===== config.mk =====
export PLATFORM = sky130hd
export DESIGN_NAME = rc_tag_scheduler
export DESIGN_NICKNAME = d
export VERILOG_FILES = /design/src/rtl/rc_tag_scheduler.sv
export SDC_FILE = /design/constraint.sdc
export NUM_CORES = 1
export LEC_CHECK = 0
export ABC_AREA = 1
export CAP_MARGIN = 20
export CELL_PAD_IN_SITES_DETAIL_PLACEMENT = 0
export CELL_PAD_IN_SITES_GLOBAL_PLACEMENT = 1
export CORE_AREA = 2 2 256 258
export CTS_CLUSTER_DIAMETER = 200
export DETAILED_ROUTE_END_ITERATION = 7
export DIE_AREA = 0 0 258 260
export HOLD_SLACK_MARGIN = 0.12
export PLACE_DENSITY = 0.78
export RECOVER_POWER = 50
export SETUP_SLACK_MARGIN = 0.4
export SLEW_MARGIN = 20
export SYNTH_ARGS = -nofsm -noshare
export SYNTH_HDL_FRONTEND = slang
export SYNTH_SLANG_ARGS = --single-unit

===== constraint.sdc =====
create_clock -name clk -period 4.56 [get_ports clk]
set_input_delay 0.912 -clock clk [delete_from_list [all_inputs] [get_ports clk]]
set_output_delay 0.912 -clock clk [all_outputs]
set_load 0.02 [all_outputs]

===== src/rtl/rc_tag_scheduler.sv =====
// Read-tag allocator and RC completion router: round-robin tag grants to NUM_REQ
// requesters, owner tracking per tag, completion routing, and age-based timeout.
module rc_tag_scheduler #(
    parameter  int NUM_REQ     = 2,
    parameter  int NUM_TAGS    = 32,
    parameter  int TICK_SHIFT  = 10,
    parameter  int TIMEOUT_AGE = 12,
    localparam int REQ_ID_W    = (NUM_REQ > 1) ? $clog2(NUM_REQ) : 1
) (
    input  logic                clk,
    input  logic                rst_n,
    input  logic [NUM_REQ-1:0]  req_valid,
    output logic [NUM_REQ-1:0]  req_ready,
    output logic                rq_valid,
    input  logic                rq_ready,
    output logic [7:0]          rq_tag,
    output logic [REQ_ID_W-1:0] rq_req_id,
    input  logic                rc_desc_valid,
    input  logic [7:0]          rc_tag,
    input  logic [2:0]          rc_status,
    input  logic                rc_request_completed,
    input  logic                rc_valid,
    input  logic                rc_sop,
    input  logic                rc_eop,
    input  logic [255:0]        rc_data,
    input  logic [7:0]          rc_keep,
    output logic                cpl_valid,
    output logic [REQ_ID_W-1:0] cpl_id,
    output logic                cpl_sop,
    output logic                cpl_eop,
    output logic [255:0]        cpl_data,
    output logic [7:0]          cpl_keep,
    output logic                cpl_err,
    output logic                err_unexpected,
    output logic                timeout_valid,
    output logic [7:0]          timeout_tag,
    output logic [REQ_ID_W-1:0] timeout_id,
    output logic [8:0]          tags_free
);

    localparam int TAG_W = (NUM_TAGS > 1) ? $clog2(NUM_TAGS) : 1;

    typedef logic [3:0] age_t;

    function automatic age_t age_sat_inc(input age_t a);
        return (a == 4'hF) ? a : a + 4'h1;
    endfunction

    logic [NUM_TAGS-1:0]   free_map;
    logic [REQ_ID_W-1:0]   owner [NUM_TAGS];
    age_t                  age   [NUM_TAGS];
    logic [REQ_ID_W-1:0]   rr_ptr;
    logic [TICK_SHIFT-1:0] pre_cnt;
    logic                  age_tick;

    logic                  can_issue;
    logic                  req_found;
    logic                  tag_found;
    logic                  grant;
    logic [REQ_ID_W-1:0]   cand;
    logic [REQ_ID_W-1:0]   gnt_id;
    logic [TAG_W-1:0]      gnt_tag;

    logic [TAG_W-1:0]      desc_idx;
    logic                  desc_in_range;
    logic                  desc_hit;
    logic                  desc_err;
    logic [REQ_ID_W-1:0]   desc_owner;
    logic                  cmp_free;
    logic                  desc_hit_p1;
    logic                  desc_err_p1;
    logic [REQ_ID_W-1:0]   desc_owner_p1;
    logic                  beat_hit;
    logic                  beat_err;
    logic [REQ_ID_W-1:0]   beat_owner;

    logic                  to_found;
    logic                  to_fire;
    logic [TAG_W-1:0]      to_idx;

    assign age_tick = &pre_cnt;

    always_comb begin
        can_issue = !rq_valid || rq_ready;
        req_found = 1'b0;
        gnt_id    = '0;
        cand      = '0;
        for (int i = 0; i < NUM_REQ; i++) begin
            cand = REQ_ID_W'((int'(rr_ptr) + i) % NUM_REQ);
            if (!req_found && req_valid[cand]) begin
                req_found = 1'b1;
                gnt_id    = cand;
            end
        end
        tag_found = 1'b0;
        gnt_tag   = '0;
        for (int t = NUM_TAGS - 1; t >= 0; t--) begin
            if (free_map[t]) begin
                tag_found = 1'b1;
                gnt_tag   = TAG_W'(t);
            end
        end
        grant     = req_found && tag_found && can_issue;
        req_ready = '0;
        if (grant) req_ready[gnt_id] = 1'b1;
    end

    // Lookup uses the table as it stands this cycle, so a tag freed now still hits.
    always_comb begin
        desc_idx      = rc_tag[TAG_W-1:0];
        desc_in_range = (32'(rc_tag) < NUM_TAGS);
        desc_hit      = rc_desc_valid && desc_in_range && !free_map[desc_idx];
        desc_err      = (rc_status != 3'd0);
        desc_owner    = owner[desc_idx];
        cmp_free      = desc_hit && (rc_request_completed || desc_err);
        beat_hit      = rc_desc_valid ? desc_hit   : desc_hit_p1;
        beat_err      = rc_desc_valid ? desc_err   : desc_err_p1;
        beat_owner    = rc_desc_valid ? desc_owner : desc_owner_p1;
    end

    // Any descriptor hit defers timeouts a cycle, so at most one tag frees per cycle.
    always_comb begin
        to_found = 1'b0;
        to_idx   = '0;
        for (int t = NUM_TAGS - 1; t >= 0; t--) begin
            if (!free_map[t] && age[t] >= 4'(TIMEOUT_AGE)) begin
                to_found = 1'b1;
                to_idx   = TAG_W'(t);
            end
        end
        to_fire = to_found && !desc_hit;
    end

    always_ff @(posedge clk) begin
        if (grant) owner[gnt_tag] <= gnt_id;
    end

    always_ff @(posedge clk or negedge rst_n) begin
        if (!rst_n) begin
            for (int t = 0; t < NUM_TAGS; t++) age[t] <= '0;
        end else begin
            for (int t = 0; t < NUM_TAGS; t++) begin
                if ((grant && gnt_tag == TAG_W'(t)) || (desc_hit && desc_idx == TAG_W'(t)))
                    age[t] <= '0;
                else if (age_tick && !free_map[t])
                    age[t] <= age_sat_inc(age[t]);
            end
        end
    end

    always_ff @(posedge clk or negedge rst_n) begin
        if (!rst_n) begin
            free_map       <= '1;
            rr_ptr         <= '0;
            pre_cnt        <= '0;
            tags_free      <= 9'(NUM_TAGS);
            rq_valid       <= 1'b0;
            rq_tag         <= '0;
            rq_req_id      <= '0;
            desc_hit_p1    <= 1'b0;
            desc_err_p1    <= 1'b0;
            desc_owner_p1  <= '0;
            cpl_valid      <= 1'b0;
            cpl_id         <= '0;
            cpl_sop        <= 1'b0;
            cpl_eop        <= 1'b0;
            cpl_data       <= '0;
            cpl_keep       <= '0;
            cpl_err        <= 1'b0;
            err_unexpected <= 1'b0;
            timeout_valid  <= 1'b0;
            timeout_tag    <= '0;
            timeout_id     <= '0;
        end else begin
            pre_cnt <= pre_cnt + TICK_SHIFT'(1);

            if (grant) free_map[gnt_tag] <= 1'b0;
            if (cmp_free) free_map[desc_idx] <= 1'b1;
            if (to_fire) free_map[to_idx] <= 1'b1;

            case ({grant, cmp_free || to_fire})
                2'b10:   tags_free <= tags_free - 9'd1;
                2'b01:   tags_free <= tags_free + 9'd1;
                default: tags_free <= tags_free;
            endcase

            // Issue stage: held stable until the RQ path accepts it.
            if (grant) begin
                rq_valid  <= 1'b1;
                rq_tag    <= 8'(gnt_tag);
                rq_req_id <= gnt_id;
                rr_ptr    <= REQ_ID_W'((int'(gnt_id) + 1) % NUM_REQ);
            end else if (rq_ready) begin
                rq_valid  <= 1'b0;
            end

            if (rc_desc_valid) begin
                desc_hit_p1   <= desc_hit;
                desc_err_p1   <= desc_err;
                desc_owner_p1 <= desc_owner;
            end

            // Completion stage: fixed one-cycle latency, misses dropped.
            cpl_valid <= rc_valid && beat_hit;
            if (rc_valid && beat_hit) begin
                cpl_id   <= beat_owner;
                cpl_sop  <= rc_sop;
                cpl_eop  <= rc_eop;
                cpl_data <= rc_data;
                cpl_keep <= rc_keep;
                cpl_err  <= beat_err;
            end
            err_unexpected <= rc_desc_valid && !desc_hit;

            timeout_valid <= to_fire;
            if (to_fire) begin
                timeout_tag <= 8'(to_idx);
                timeout_id  <= owner[to_idx];
            end
        end
    end

endmodule


==> key figures <==
Logic synthesis
  • Number of flops mapped to enable cells by yosys: 32
  • Post-synthesis xor/xnor area fraction: 3.60%
  • Post-synthesis sequential area ratio: 55.5%
  • Cell taking the most area after synthesis: dfrtp_1
  • Mapped Cells: 2,737
  • Async set or reset register ratio after synthesis: 93.6%
  • Ys Warns: 0
  • Most used DFF post-synth: dfrtp_1
  • Top post-synthesis cells by area: dfrtp_1, nand2_1, nor2_1
  • Mean Syn Cell Area: 8.36 um^2
  • Share of the synthesized area in the top cell type: 47.5%
  • Mux share of post-synthesis cell area: 0.0437%
  • Flops & latches, synth: 499
  • Simple-gate share of the synthesized area: 28.0%
  • Largest family of logic cells by synthesized area: simple AND/OR/NAND/NOR gates
  • Post-Syn Area: 22,900 um^2
  • Post-synth cell types: 51
  • Compound-cell area share of the yosys netlist: 5.24%
  • Post-synthesis adder-cell area fraction: 2.33%

Run
  • Max-Cap Viols: 1

Detailed routing
  • DR iter-0 viols: 1,622
  • Routed WL per cell: 21.7 um
  • Via count: 21,200
  • Met2 wire len: 46,600 um
  • WL final: 93,000 um
  • Antenna viol nets, final: 0
  • Wl on met1: 36,200 um
  • Top sig layer: met5
  • Drt first pass iters: 6
  • Vias/cell: 4.94
  • Metal3 WL: 7130 um
  • Remaining DRCs: 0

Global routing
  • Grt ovf: 0
  • First-pass GRT wire length: 138,000 um
  • Initial antenna violation count: 25
  • Number of global-route vias before repair: 21,600
  • Largest net degree at the start of global routing: 127
  • Gr usage total: 27.4%

STA
  • Final Cycle Share: 89.4%
  • Worst slew margin: -73.3%
  • Tmin final: 4080 ps
  • Setup TNS: 0 ps
  • Hold Fails Final Rpt: 0
  • RSZ-0062 raised after global routing: true
  • Slew Limit Fails: 91
  • Setup violators final: 0
  • Fin Clk Skew: 28.4 ps
  • Worst slew pin tran: 2600 ps
  • Peak Freq: 245 MHz

Setup path
  • Slowest CP cell: dfstp_2
  • WP buf/inv: 6
  • Worst r2r dst: tags_free[8]
  • WS Path Type: reg -> out
  • CP top delay family: buffers and inverters
  • CP max FO: 14
  • Worst R2R Path Depth: 28
  • CP endpoint: req_ready[0]
  • Crit path cell chain: inv_1 > buf_4 > nand3_1 > nor3_1 > clkbuf_1 > o2bb2ai_1 > a21oi_1 > inv_1 > buf_4 > nor2_1 > clkdlybuf4s15_1
  • Setup crit end kind: primary output
  • Crit path DAT: 3170 ps
  • Critical Path Stages: 11
  • Startpoint Class: flop
  • Critical Path RT: 3650 ps
  • Worst setup path start: free_map[23]
  • Slowest stage delay, CP: 520 ps
  • Reg2reg setup slack: 550 ps
  • R2r startpoint: free_map[19]

Power and ir drop
  • Clock power share: 24.0%
  • Switching power: 7.66 mW
  • Net Sw Frac: 40.0%
  • Leak: 15.5 nW
  • P per Cell Area: 593 nW/um^2
  • Worst vdd rail ir drop: 0.337 mV
  • Sequential share of power: 34.3%
  • Comb power frac: 41.7%
  • Internal power: 11.5 mW

CTS
  • Clock root buffer: clkbuf_16
  • CTS H-tree depth: 2
  • Worst skew pair latency: 630 ps
  • Sink Count: 499
  • Cts bufs inserted: 57
  • Clk buf depth: 3
  • Clock slew at reported path FFs: 60 ps
  • CTS tree: done

Place
  • DP Area: 30,300 um^2
  • IO Port Bufs: 579
  • Detailed Place HPWL: 72,400 um
  • Gpl congestion: 1.00

Floorplanning
  • Die width: 258 um
  • Die Area: 67,100 um^2
  • CORE AREA: 64,100 um^2
  • # rows: 93
  • Top-Level Pins: 586
  • Initial core utilization: 35.7%
  • Die Y: 260 um

Layout
  • Most frequent cells in the layout: nand2_1, clkdlybuf4s50_1, dfrtp_1, nor2_1, inv_1
  • Commonest non-fill, non-tap cell in the layout: nand2_1
  • Area of the multi-input gates: 9260 um^2
  • Final net count: 3,707
  • Cell area after layout: 32,300 um^2
  • Area Growth Syn to Fin: 41.2%
  • Fin util: 50.4%
  • Layout cells sized above 1: 7.68%
  • Fill cells: 5,989
  • Flip-flop and latch area: 12,700 um^2

Run status
  • Status: complete, but fails checks
  • Failing checks: max-capacitance violations, max-slew violations

Min path
  • Hold/Removal Path Class: reg -> reg
-- cell type report --
cell class | count | share of cell area (%)
sequential | 499 | 39.3
multi-input combinational | 1935 | 28.7
timing repair buffer | 666 | 20.3
clock buffer | 93 | 5.33
tap | 855 | 3.31
inverter | 221 | 2.66
clock inverter | 12 | 0.379
antenna | 9 | 0.0697
-- cell families (layout without fill, tap and decap cells) --
group | after synthesis | count (layout)
xor gates and xnor gates | 94 | 94
AOI/OAI and AO/OA | 185 | 185
muxes | 1 | 1
other | 1 | 15
adders and majority gates | 42 | 42
buffers and inverters | 308 | 992
and+or+nand+nor | 1607 | 1607
DFF | 499 | 499
-- routing by layer --
metal / track usage [%] / vias to the layer above
li1: - / 9947
met3: 7.67 / 185
met5: 0 / -
met1: 32.9 / 10300
met2: 47.5 / 730
met4: 8.91 / 6
-- state kept, by name, summed over array words and instances, names as in the netlist, 5 cells and up --
signal	cells
timeout_tag	5
tags_free	9
pre_cnt	10
cpl_keep	8
age	128
free_map	32
owner	32
cpl_data	256
rq_tag	5
-- how the worst min path moves through the flow --
stage | from | end | slack (ps) | depth (start not counted)
floorplan | pre_cnt[0] | pre_cnt[0] | 420 | 1
global placement | pre_cnt[0] | pre_cnt[0] | 440 | 1
detailed placement | pre_cnt[0] | pre_cnt[0] | 450 | 1
CTS | rst_n | age[17] | 370 | 1
global route | cpl_data[104] | cpl_data[104] | 490 | 2
finish | pre_cnt[0] | pre_cnt[0] | 450 | 1
-- synthesized netlist by cell type, drive strengths merged, types with 2 or more instances --
library cell  count
buf              47
o21ai            50
o221ai           26
dfrtp           434
a22oi            20
o31ai             9
o22ai            16
inv             216
a31oi             2
xnor2            11
o311ai            6
nand3           119
a221oi            4
nor4              8
xor2             83
clkinv            5
dfstp            33
nor3             56
nand4            29
nand2          1115
edfxtp           32
o211ai            5
a21oi            41
clkbuf           40
ha               41
nor2            277
-- metrics by stage --
step / cells / hold slack, ps / worst slack, ps / total power [mW]
global route: 4289 / 491 / 189 / 20.2
CTS: 4277 / 374 / 313 / 19.3
floorplan: 2742 / 422 / 115 / 10.5
global placement: 4171 / 436 / -778 / 14.5
detailed placement: 4171 / 451 / -829 / 14.6
finish: 4290 / 452 / 483 / 19.2
-- what timing repair did --
| action | CTS | global route |
|---|---|---|
| resized for setup | 11 | 37 |
| pin swaps | 4 | 8 |
| setup endpoints to repair | 6 | 63 |
| hold buffers | 0 | 0 |
| setup buffers | 1 | 4 |
| hold endpoints to repair | 0 | 0 |
-- power groups by stage --
stage                     clock network [mW]  logic (mW)  registers (mW)
after floorplan                            0        2.91            7.59
after global placement                     0        7.95            6.58
after detailed placement                   0        7.98            6.60
after CTS                               4.69        8.06            6.58
after global routing                    4.87        8.61            6.71
final                                   4.59        7.99            6.57
(Power assumes the default switching activity.)
